==> src/rtl/vcpu_pkg.sv <==
// Shared definitions for the vcpu ALU issue/writeback path.
package vcpu_pkg;

  localparam int DATA_W = 8;
  localparam int NREGS  = 8;
  localparam int REG_AW = $clog2(NREGS);

  localparam logic [2:0] OP_ILLEGAL = 3'b111;

  // Sequencer states: accept in IDLE, one ALU cycle in EXEC,
  // result retirement in WB, illegal-opcode report in ERR.
  typedef enum logic [1:0] {
    IDLE = 2'd0,
    EXEC = 2'd1,
    WB   = 2'd2,
    ERR  = 2'd3
  } state_t;

endpackage : vcpu_pkg

==> src/rtl/vcpu_alu_issue_if.sv <==
// Request, ALU and status signals of the issue/writeback sequencer.
// slave: the sequencer itself. master: decode stage plus the external ALU.
interface vcpu_alu_issue_if;
  import vcpu_pkg::*;

  // request from decode
  logic              req_valid;
  logic              req_ready;
  logic              req_ldi;
  logic [DATA_W-1:0] req_imm;
  logic [2:0]        req_op;
  logic              req_cmp;
  logic [REG_AW-1:0] req_rd;
  logic [REG_AW-1:0] req_rs;
  logic [REG_AW-1:0] req_rt;

  // combinational ALU
  logic [2:0]        alu_op;
  logic [DATA_W-1:0] alu_a;
  logic [DATA_W-1:0] alu_b;
  logic [DATA_W-1:0] alu_c;
  logic              alu_eq;

  // status
  logic              done;
  logic              flag_eq;
  logic              err_illegal;

  // debug register read
  logic [REG_AW-1:0] dbg_rsel;
  logic [DATA_W-1:0] dbg_rdata;

  modport slave (
    input  req_valid, req_ldi, req_imm, req_op, req_cmp, req_rd, req_rs, req_rt,
    output req_ready,
    output alu_op, alu_a, alu_b,
    input  alu_c, alu_eq,
    output done, flag_eq, err_illegal,
    input  dbg_rsel,
    output dbg_rdata
  );

  modport master (
    output req_valid, req_ldi, req_imm, req_op, req_cmp, req_rd, req_rs, req_rt,
    input  req_ready,
    input  alu_op, alu_a, alu_b,
    output alu_c, alu_eq,
    input  done, flag_eq, err_illegal,
    output dbg_rsel,
    input  dbg_rdata
  );

endinterface : vcpu_alu_issue_if

==> src/rtl/vcpu_regfile.sv <==
// Register file: NREGS x DATA_W, two async read ports plus a debug port,
// one synchronous write port. r0 is hard-wired to zero.
module vcpu_regfile
  import vcpu_pkg::*;
(
  input  logic              clk,
  input  logic              reset,
  input  logic [REG_AW-1:0] raddr_a,
  output logic [DATA_W-1:0] rdata_a,
  input  logic [REG_AW-1:0] raddr_b,
  output logic [DATA_W-1:0] rdata_b,
  input  logic [REG_AW-1:0] dbg_addr,
  output logic [DATA_W-1:0] dbg_data,
  input  logic              we,
  input  logic [REG_AW-1:0] waddr,
  input  logic [DATA_W-1:0] wdata
);

  logic [NREGS-1:0][DATA_W-1:0] regs_q;
  logic [NREGS-1:0][DATA_W-1:0] regs_d;

  // Next-state of every register; r0 never takes a write.
  always_comb begin
    regs_d = regs_q;
    for (int i = 1; i < NREGS; i++) begin
      if (we && (waddr == REG_AW'(i))) begin
        regs_d[i] = wdata;
      end
    end
    regs_d[0] = '0;
  end

  // Storage; cleared asynchronously so a mid-operation reset wipes state at once.
  always_ff @(posedge clk or posedge reset) begin
    if (reset) begin
      regs_q <= '0;
    end else begin
      regs_q <= regs_d;
    end
  end

  assign rdata_a  = regs_q[raddr_a];
  assign rdata_b  = regs_q[raddr_b];
  assign dbg_data = regs_q[dbg_addr];

endmodule : vcpu_regfile

==> src/rtl/vcpu_alu_issue.sv <==
// Issue/writeback sequencer in front of the combinational vcpu_alu.
// Accepts one request at a time, registers op/a/b for the ALU, captures the
// result after one full ALU cycle and writes it back to the register file.
module vcpu_alu_issue
  import vcpu_pkg::*;
(
  input  logic         clk,
  input  logic         reset,
  vcpu_alu_issue_if.slave bus
);

  state_t            state_q,   state_d;
  logic [REG_AW-1:0] rd_q,      rd_d;
  logic              cmp_q,     cmp_d;
  logic              ldi_q,     ldi_d;
  logic [DATA_W-1:0] res_q,     res_d;
  logic              eq_q,      eq_d;
  logic [2:0]        alu_op_q,  alu_op_d;
  logic [DATA_W-1:0] alu_a_q,   alu_a_d;
  logic [DATA_W-1:0] alu_b_q,   alu_b_d;
  logic              done_q,    done_d;
  logic              err_q,     err_d;
  logic              flag_eq_q, flag_eq_d;

  logic              wb_we;
  logic [DATA_W-1:0] rs_data;
  logic [DATA_W-1:0] rt_data;
  logic [DATA_W-1:0] dbg_data;

  vcpu_regfile u_regfile (
    .clk      (clk),
    .reset    (reset),
    .raddr_a  (bus.req_rs),
    .rdata_a  (rs_data),
    .raddr_b  (bus.req_rt),
    .rdata_b  (rt_data),
    .dbg_addr (bus.dbg_rsel),
    .dbg_data (dbg_data),
    .we       (wb_we),
    .waddr    (rd_q),
    .wdata    (res_q)
  );

  // FSM next-state and datapath capture. done/err pulses are computed one
  // edge ahead so they come straight out of flops while in WB/ERR.
  always_comb begin
    state_d   = state_q;
    rd_d      = rd_q;
    cmp_d     = cmp_q;
    ldi_d     = ldi_q;
    res_d     = res_q;
    eq_d      = eq_q;
    alu_op_d  = alu_op_q;
    alu_a_d   = alu_a_q;
    alu_b_d   = alu_b_q;
    flag_eq_d = flag_eq_q;
    done_d    = 1'b0;
    err_d     = 1'b0;
    wb_we     = 1'b0;

    case (state_q)
      IDLE: begin
        if (bus.req_valid) begin
          rd_d = bus.req_rd;
          if (bus.req_ldi) begin
            // immediate goes straight to writeback; ALU outputs untouched
            ldi_d   = 1'b1;
            cmp_d   = 1'b0;
            res_d   = bus.req_imm;
            state_d = WB;
            done_d  = 1'b1;
          end else if (bus.req_op == OP_ILLEGAL) begin
            state_d = ERR;
            err_d   = 1'b1;
          end else begin
            // operands are sampled here, so rs/rt == rd needs no forwarding
            ldi_d    = 1'b0;
            cmp_d    = bus.req_cmp;
            alu_op_d = bus.req_op;
            alu_a_d  = rs_data;
            alu_b_d  = rt_data;
            state_d  = EXEC;
          end
        end
      end
      EXEC: begin
        res_d   = bus.alu_c;
        eq_d    = bus.alu_eq;
        state_d = WB;
        done_d  = 1'b1;
      end
      WB: begin
        wb_we   = !cmp_q;
        if (!ldi_q) begin
          flag_eq_d = eq_q;
        end
        state_d = IDLE;
      end
      ERR: begin
        state_d = IDLE;
      end
      default: begin
        state_d = IDLE;
      end
    endcase
  end

  // All sequencer state; asynchronous reset returns to IDLE with no pulses.
  always_ff @(posedge clk or posedge reset) begin
    if (reset) begin
      state_q   <= IDLE;
      rd_q      <= '0;
      cmp_q     <= 1'b0;
      ldi_q     <= 1'b0;
      res_q     <= '0;
      eq_q      <= 1'b0;
      alu_op_q  <= '0;
      alu_a_q   <= '0;
      alu_b_q   <= '0;
      done_q    <= 1'b0;
      err_q     <= 1'b0;
      flag_eq_q <= 1'b0;
    end else begin
      state_q   <= state_d;
      rd_q      <= rd_d;
      cmp_q     <= cmp_d;
      ldi_q     <= ldi_d;
      res_q     <= res_d;
      eq_q      <= eq_d;
      alu_op_q  <= alu_op_d;
      alu_a_q   <= alu_a_d;
      alu_b_q   <= alu_b_d;
      done_q    <= done_d;
      err_q     <= err_d;
      flag_eq_q <= flag_eq_d;
    end
  end

  assign bus.req_ready   = (state_q == IDLE);
  assign bus.alu_op      = alu_op_q;
  assign bus.alu_a       = alu_a_q;
  assign bus.alu_b       = alu_b_q;
  assign bus.done        = done_q;
  assign bus.err_illegal = err_q;
  assign bus.flag_eq     = flag_eq_q;
  assign bus.dbg_rdata   = dbg_data;

endmodule : vcpu_alu_issue

==> src/flat_wrapper.sv <==
// flat-port wrapper written by rule: the top's interface ports become plain ports
module vcpu_alu_issue_flat import vcpu_pkg::*;
  (clk, reset, bus_req_valid, bus_req_ldi, bus_req_imm, bus_req_op, bus_req_cmp, bus_req_rd, bus_req_rs, bus_req_rt, bus_req_ready, bus_alu_op, bus_alu_a, bus_alu_b, bus_alu_c, bus_alu_eq, bus_done, bus_flag_eq, bus_err_illegal, bus_dbg_rsel, bus_dbg_rdata);
  vcpu_alu_issue_if bus_i ();
  input  logic clk;
  input  logic reset;
  input wire logic [$bits(bus_i.req_valid)-1:0] bus_req_valid;
  input wire logic [$bits(bus_i.req_ldi)-1:0] bus_req_ldi;
  input wire logic [$bits(bus_i.req_imm)-1:0] bus_req_imm;
  input wire logic [$bits(bus_i.req_op)-1:0] bus_req_op;
  input wire logic [$bits(bus_i.req_cmp)-1:0] bus_req_cmp;
  input wire logic [$bits(bus_i.req_rd)-1:0] bus_req_rd;
  input wire logic [$bits(bus_i.req_rs)-1:0] bus_req_rs;
  input wire logic [$bits(bus_i.req_rt)-1:0] bus_req_rt;
  output wire logic [$bits(bus_i.req_ready)-1:0] bus_req_ready;
  output wire logic [$bits(bus_i.alu_op)-1:0] bus_alu_op;
  output wire logic [$bits(bus_i.alu_a)-1:0] bus_alu_a;
  output wire logic [$bits(bus_i.alu_b)-1:0] bus_alu_b;
  input wire logic [$bits(bus_i.alu_c)-1:0] bus_alu_c;
  input wire logic [$bits(bus_i.alu_eq)-1:0] bus_alu_eq;
  output wire logic [$bits(bus_i.done)-1:0] bus_done;
  output wire logic [$bits(bus_i.flag_eq)-1:0] bus_flag_eq;
  output wire logic [$bits(bus_i.err_illegal)-1:0] bus_err_illegal;
  input wire logic [$bits(bus_i.dbg_rsel)-1:0] bus_dbg_rsel;
  output wire logic [$bits(bus_i.dbg_rdata)-1:0] bus_dbg_rdata;
  assign bus_i.req_valid = bus_req_valid;
  assign bus_i.req_ldi = bus_req_ldi;
  assign bus_i.req_imm = bus_req_imm;
  assign bus_i.req_op = bus_req_op;
  assign bus_i.req_cmp = bus_req_cmp;
  assign bus_i.req_rd = bus_req_rd;
  assign bus_i.req_rs = bus_req_rs;
  assign bus_i.req_rt = bus_req_rt;
  assign bus_req_ready = bus_i.req_ready;
  assign bus_alu_op = bus_i.alu_op;
  assign bus_alu_a = bus_i.alu_a;
  assign bus_alu_b = bus_i.alu_b;
  assign bus_i.alu_c = bus_alu_c;
  assign bus_i.alu_eq = bus_alu_eq;
  assign bus_done = bus_i.done;
  assign bus_flag_eq = bus_i.flag_eq;
  assign bus_err_illegal = bus_i.err_illegal;
  assign bus_i.dbg_rsel = bus_dbg_rsel;
  assign bus_dbg_rdata = bus_i.dbg_rdata;
  vcpu_alu_issue u_core (.clk(clk), .reset(reset), .bus(bus_i));
endmodule
==> config.mk <==
export PLATFORM = sky130hd
export DESIGN_NAME = vcpu_alu_issue_flat
export DESIGN_NICKNAME = d
export VERILOG_FILES = /design/src/rtl/vcpu_pkg.sv /design/src/rtl/vcpu_alu_issue_if.sv /design/src/rtl/vcpu_regfile.sv /design/src/rtl/vcpu_alu_issue.sv /design/src/flat_wrapper.sv
export SDC_FILE = /design/constraint.sdc
export NUM_CORES = 1
export LEC_CHECK = 0
export ABC_AREA = 1
export BUFFER_PORTS_ARGS = -buffer_cell sky130_fd_sc_hd__buf_4
export CELL_PAD_IN_SITES_DETAIL_PLACEMENT = 0
export CELL_PAD_IN_SITES_GLOBAL_PLACEMENT = 1
export CORE_MARGIN = 3
export CORE_UTILIZATION = 42
export CTS_CLUSTER_SIZE = 30
export DETAILED_ROUTE_END_ITERATION = 8
export GPL_ROUTABILITY_DRIVEN = 0
export PLACE_DENSITY_LB_ADDON = 0.3
export SLEW_MARGIN = 20
export SYNTH_ARGS = -nofsm -noshare
export SYNTH_HDL_FRONTEND = slang
export SYNTH_SLANG_ARGS = --single-unit
==> constraint.sdc <==
create_clock -name clk -period 3.3 [get_ports clk]
set_input_delay 0.495 -clock clk [delete_from_list [all_inputs] [get_ports clk]]
set_output_delay 0.495 -clock clk [all_outputs]
set_load 0.05 [all_outputs]
==> results.sh, run 1 <==
export IMPL_vias_per_cell=5.27
export IMPL_p_per_area_mw_per_mm2=808
export IMPL_synth_cells=784
export IMPL_ys_async_sr_fraction_pct=100
export IMPL_final_util_pct=50.8
export IMPL_syn_area_per_cell_um2=6.79
export IMPL_overflow=0
export IMPL_ys_flop_type="dfrtp_1"
export IMPL_vias=5241
export IMPL_initial_utilization_pct=43.6
export IMPL_synth_edf_count=0
export IMPL_synth_top_area_share_pct=44.2
export IMPL_root_buffer="clkbuf_16"
export IMPL_peakVddDrop_uv=373
export IMPL_worst_clock_skew_ns=0.00742
export IMPL_cp_data_required_time_ns=2.80
export IMPL_layout_setup_ws_ns=0.684
export IMPL_crit_path_start_kind="input pin"
export IMPL_finalSetupViolCount=0
export IMPL_clock_latency_ns=0.35
export IMPL_crit_fanout=25
export IMPL_die_w_um=119
export IMPL_antenna_cells=0
export IMPL_dp_hpwl_mm=12.1
export IMPL_syn_to_final_growth_pct=16.6
export IMPL_final_period_utilization_pct=79.3
export IMPL_dr_pass1_iters=6
export IMPL_grt_pass1_vias=4800
export IMPL_clock_path_buffers=2
export IMPL_yosys_top_cells_count="nand2_1 (339), dfrtp_1 (94), o21ai_0 (93), nand3_1 (73), inv_1 (53)"
export IMPL_syn_area_mm2=0.00532
export IMPL_cap_violations=0
export IMPL_synth_seq_area_share_pct=44.2
export IMPL_hold_viol=0
export IMPL_grt_pass1_wl_mm=26.6
export IMPL_die_y_um=119
export IMPL_post_drt_wl_per_cell_um=16.5
export IMPL_period_needed_ns=2.62
export IMPL_slew_headroom_pct=37.9
export IMPL_status="finished, final reports clean"
export IMPL_cts_tree="yes"
export IMPL_synth_seq_cells=94
export IMPL_instances_no_fill=995
export IMPL_fin_nets=859
export IMPL_yosys_top_cells_area="dfrtp_1 (44%), nand2_1 (24%), o21ai_0 (8.7%), nand3_1 (6.9%), inv_1 (3.7%)"
export IMPL_power_uw=5010
export IMPL_cts_resized=0
export IMPL_dp_cells=979
export IMPL_cts_setup_buffers=0
export IMPL_drt_iter0_markers=553
export IMPL_synth_nets=821
export IMPL_post_route_drc_count=0
export IMPL_finalMaxSlewViolations=0
export IMPL_setup_tns_ns=0
export IMPL_place_port_buffers=67
export IMPL_grt_max_degree=55
export IMPL_hold_path_class="in2async"
export IMPL_dp_slack_ns=0.748
export IMPL_multi_input_area_mm2=0.00255
export IMPL_critPathCaptureType="output pin"
export IMPL_dieArea_mm2=0.0141
export IMPL_ant_nets=0
export IMPL_netlist_cell_type_count=23
export IMPL_fillers=1254
export IMPL_track_usage_pct=24.1
export IMPL_leakagePower_uw=0.00312
export IMPL_path_clk_slew_ns=0.07
export IMPL_rsz0062_at_grt="false"
export IMPL_htreeDepth=3
export IMPL_ys_warn_count=0
export IMPL_fmaxAchievable_ghz=0.382
export IMPL_placementRows=40
export IMPL_worstPathArrival_ns=2.12
export IMPL_holdBufCountCts=0
export IMPL_clkSinkCount=94
export IMPL_synth_top_area_cell="dfrtp_1"
export IMPL_criticalPathCategory="in2out"
export IMPL_drive_gt1_share_pct=12.8
export IMPL_wl_mm=16.4
export IMPL_antenna_found_initial=0
export IMPL_core_area_mm2=0.0122
export IMPL_io_pins=68
export IMPL_yosysMostFrequentCell="nand2_1"
export IMPL_register_area_mm2=0.00235
export IMPL_worst_pin_slew_ns=0.932
export IMPL_cts_buffers_inserted=9
==> per-stage QoR <==
step	hold slack, ns	cell area (um^2)
2_1_floorplan	0.457	5320
3_3_place_gp	0.464	5860
3_5_place_dp	0.465	5860
4_1_cts	0.333	6200
5_1_grt	0.340	6200
6_report	0.313	6200
==> cell usage in the layout, fill, tap and decap left out, drive strengths merged <==
cell type	n
nand2	343
o21ai	101
dfrtp	94
nand3	73
buf	70
inv	56
nor2	52
a21oi	17
clkbuf	11
nor3	3
bufinv	2
clkinv	2
or2	1
o211ai	1
or3	1
==> per-layer routing <==
metal,track usage (%),wire length [um],up-vias
met2,37.3,7430,226
met3,4.31,1180,33
met5,0,0,-
met1,33.7,7250,2426
met4,9.12,564,0
li1,-,-,2556
==> state kept, by name (all words and copies together) (netlist names), 2 cells and up <==
signal	flops
u_core.bus.alu_b	8
u_core.res_q	8
u_core.state_q	2
u_core.bus.alu_a	8
u_core.rd_q	3
u_core.bus.alu_op	3
u_core.u_regfile.regs_q	56
==> power by group <==
group          internal, uW  switching, uW
sequential             1570            514
clock                   712            462
combinational           561           1190
total                  2850           2160
==> cell families (layout without fill, tap and decap cells) <==
group,Yosys count,count (layout),share of synthesized area (%)
flip-flops,94,94,44.2
AND/OR/NAND/NOR,473,473,36.2
AO/OA/AOI/OAI,119,119,11.8
buffers and inverters,98,141,7.78
==> path summary, 6_finish.rpt <==
check / startpoint / to / slack [ns] / cells after the start
worst max-delay path: bus_dbg_rsel[0] / bus_dbg_rdata[7] / 0.68 / 8
worst min-delay path: reset / u_core.eq_q$_DFFE_PP0P_ / 0.31 / 2
worst max register to register: u_core.state_q[0]$_DFFE_PP0P_ / u_core.u_regfile.regs_q[19]$_DFFE_PP0P_ / 1.60 / 4
worst min register to register: u_core.bus.alu_op[2]$_DFFE_PP0P_ / u_core.bus.alu_op[2]$_DFFE_PP0P_ / 0.48 / 2
max in group asynchronous: reset / u_core.u_regfile.regs_q[53]$_DFFE_PP0P_ / 2.23 / 3
min in group clk: bus_req_ldi / u_core.state_q[0]$_DFFE_PP0P_ / 0.34 / 2
==> critical path, stage by stage <==
cell and delay (ns):
buf_4 0.22, inv_1 0.34, nor2_1 0.50, nand2_1 0.12, o21ai_0 0.11, nand2_1 0.07
nand2_1 0.07, buf_4 0.19
==> final cells by class <==
class | instances | share of cell area [%]
flip-flops and latches | 94 | 37.9
well taps | 168 | 3.39
clock buffers | 11 | 4.08
multi-input cells | 592 | 41.2
clock inverters | 5 | 1.39
repair buffers | 70 | 8.67
inverters | 55 | 3.35
Note: power is estimated with default switching activity, not from simulation.
==> run 2: changes to the inputs <==
--- a/config.mk
+++ b/config.mk
@@ -10,7 +10,7 @@
 export CELL_PAD_IN_SITES_DETAIL_PLACEMENT = 0
 export CELL_PAD_IN_SITES_GLOBAL_PLACEMENT = 1
 export CORE_MARGIN = 3
-export CORE_UTILIZATION = 42
+export CORE_UTILIZATION = 38
 export CTS_CLUSTER_SIZE = 30
 export DETAILED_ROUTE_END_ITERATION = 8
 export GPL_ROUTABILITY_DRIVEN = 0
==> constraint.sdc (replaced) <==
create_clock -name clk -period 2.4 [get_ports clk]
set_input_delay 0.36 -clock clk [delete_from_list [all_inputs] [get_ports clk]]
set_output_delay 0.36 -clock clk [all_outputs]
set_load 0.05 [all_outputs]
==> results.sh, run 2 (same netlist as run 1, synthesis figures left out) <==
export IMPL_htreeDepth=3
export IMPL_p_switching_uw=2950
export IMPL_status="finished, final reports clean"
export IMPL_final_cell_mix="nand2_1 (339), dfrtp_1 (94), o21ai_0 (93)"
export IMPL_cap_violations=0
export IMPL_final_period_utilization_pct=87.4
export IMPL_track_usage_pct=21.3
export IMPL_worstPathArrival_ns=1.74
export IMPL_syn_to_final_growth_pct=16.2
export IMPL_largest_reg_flops=56
export IMPL_wl_met2_mm=7.38
export IMPL_path_buf_inv=3
export IMPL_placementRows=42
export IMPL_crit_family="simple AND/OR/NAND/NOR gates"
export IMPL_worstReg2RegStart="u_core.state_q[0]$_DFFE_PP0P_"
export IMPL_holdBufCountCts=0
export IMPL_largest_register="u_core.u_regfile.regs_q"
export IMPL_final_common_cell="nand2_1"
export IMPL_fin_hold_ws_ns=0.134
export IMPL_power_frac_seq_pct=43.2
export IMPL_hold_path_class="in2async"
export IMPL_finalMaxSlewViolations=0
export IMPL_period_needed_ns=2.10
export IMPL_dr_pass1_iters=6
export IMPL_p_per_area_mw_per_mm2=1070
export IMPL_drt_iter0_markers=543
export IMPL_cts_resized=0
export IMPL_grt_pass1_wl_mm=26.1
export IMPL_fin_nets=863
export IMPL_slew_headroom_pct=46.9
export IMPL_root_buffer="clkbuf_16"
export IMPL_clkSinkCount=94
export IMPL_rsz0062_at_grt="false"
export IMPL_clockPowerShare_pct=20.0
export IMPL_die_y_um=124
export IMPL_core_area_mm2=0.0135
export IMPL_worst_pin_slew_ns=0.796
export IMPL_drive_gt1_share_pct=13.0
export IMPL_instances_no_fill=1007
export IMPL_path_clk_slew_ns=0.06
export IMPL_post_drt_wl_per_cell_um=16.6
export IMPL_rr_endpoint="u_core.u_regfile.regs_q[22]$_DFFE_PP0P_"
export IMPL_power_uw=6600
export IMPL_pwr_share_comb_pct=36.7
export IMPL_cp_data_required_time_ns=2.04
export IMPL_vias_per_cell=5.13
export IMPL_clock_latency_ns=0.35
export IMPL_clock_path_buffers=2
export IMPL_power_internal_uw=3650
export IMPL_met1_length_mm=7.42
export IMPL_leakagePower_uw=0.00311
export IMPL_post_route_drc_count=0
export IMPL_wl_met3_mm=1.14
export IMPL_switching_share_pct=44.7
export IMPL_worst_clock_skew_ns=0.0105
export IMPL_critPathCaptureType="output pin"
export IMPL_antenna_cells=0
export IMPL_hold_viol=0
export IMPL_fmaxAchievable_ghz=0.477
export IMPL_peakVddDrop_uv=515
export IMPL_cts_tree="yes"
export IMPL_wl_mm=16.7
export IMPL_route_top_layer_used="met4"
export IMPL_r2r_cells=4
export IMPL_dp_cells=991
export IMPL_io_pins=68
export IMPL_crit_top_cell="nand2_1"
export IMPL_crit_path_cell_trace="buf_4 > inv_1 > nor2_1 > nand2_1 > o21ai_0 > nand2_1 > nand2_1 > buf_4"
export IMPL_overflow=0
export IMPL_finalSetupViolCount=0
export IMPL_vias=5170
export IMPL_grt_max_degree=35
export IMPL_worst_path_stages=8
export IMPL_dieArea_mm2=0.0155
export IMPL_cts_buffers_inserted=9
export IMPL_max_stage_delay_ns=0.48
export IMPL_criticalPathCategory="in2out"
export IMPL_die_w_um=124
export IMPL_antenna_found_initial=0
export IMPL_grt_pass1_vias=4792
export IMPL_setup_tns_ns=0
export IMPL_r2r_slack_ns=0.71
export IMPL_crit_path_start_kind="input pin"
export IMPL_cts_setup_buffers=0
export IMPL_ant_nets=0
export IMPL_slowest_stage="nor2_1"
export IMPL_place_port_buffers=67
export IMPL_dp_hpwl_mm=12.5
export IMPL_initial_utilization_pct=39.6
export IMPL_crit_fanout=14
## run 2: changes by cell type in the layout (fill, tap and decap cells not counted), sizes merged
cell      before  now
bufinv         2    0
buf           70   74
clkinv         2    3
clkinvlp       0    1
## run 2: worst max path at each step
| stage | start | end | slack [ns] |
|---|---|---|---|
| global route | bus_dbg_rsel[0] | bus_dbg_rdata[3] | 0.20 |
| detailed placement | bus_dbg_rsel[0] | bus_dbg_rdata[4] | 0.34 |
| CTS | bus_dbg_rsel[0] | bus_dbg_rdata[4] | 0.33 |
| finish | bus_dbg_rsel[0] | bus_dbg_rdata[4] | 0.30 |
| global placement | bus_dbg_rsel[0] | bus_dbg_rdata[4] | 0.41 |
| floorplan | bus_dbg_rsel[1] | bus_dbg_rdata[0] | 0.66 |
## run 2: cell type report
cell class | count | area (um^2)
flip-flops and latches | 94 | 2350
clock buffers | 11 | 233
fillers | 1397 | 7270
inverters | 55 | 210
clock inverters | 5 | 32.5
well taps | 176 | 220
repair buffers | 74 | 581
multi-input cells | 592 | 2550
## run 2: metal layers
layer | up-vias | track usage (%)
li1 | 2567 | -
met1 | 2355 | 30.0
met2 | 213 | 31.3
met3 | 35 | 3.64
met4 | 0 | 11.5
met5 | - | 0
## run 2: stage by stage
stage / util, % / worst slack [ns] / instance area (um^2)
global route: 46.0 / 0.199 / 6180
global placement: 44.0 / 0.413 / 5920
CTS: 46.0 / 0.330 / 6180
detailed placement: 44.0 / 0.335 / 5920
floorplan: - / 0.658 / 5330
finish: 46.0 / 0.302 / 6180
## run 2: power by group through the flow
stage / sequential, uW / clock [uW] / combinational [uW]
final: 2850 / 1320 / 2420
after global routing: 2920 / 1410 / 2690
after CTS: 2820 / 1350 / 2440
after detailed placement: 2850 / 0 / 2430
after global placement: 2840 / 0 / 2380
after floorplan: 2950 / 0 / 1370
## run 2: worst reg2reg max path, delay by kind of cell (launching register included)
kind | cells | cell delay (ns)
AO/OA/AOI/OAI | 1 | 0.07
AND/OR/NAND/NOR | 3 | 0.96
flip-flops | 1 | 0.53
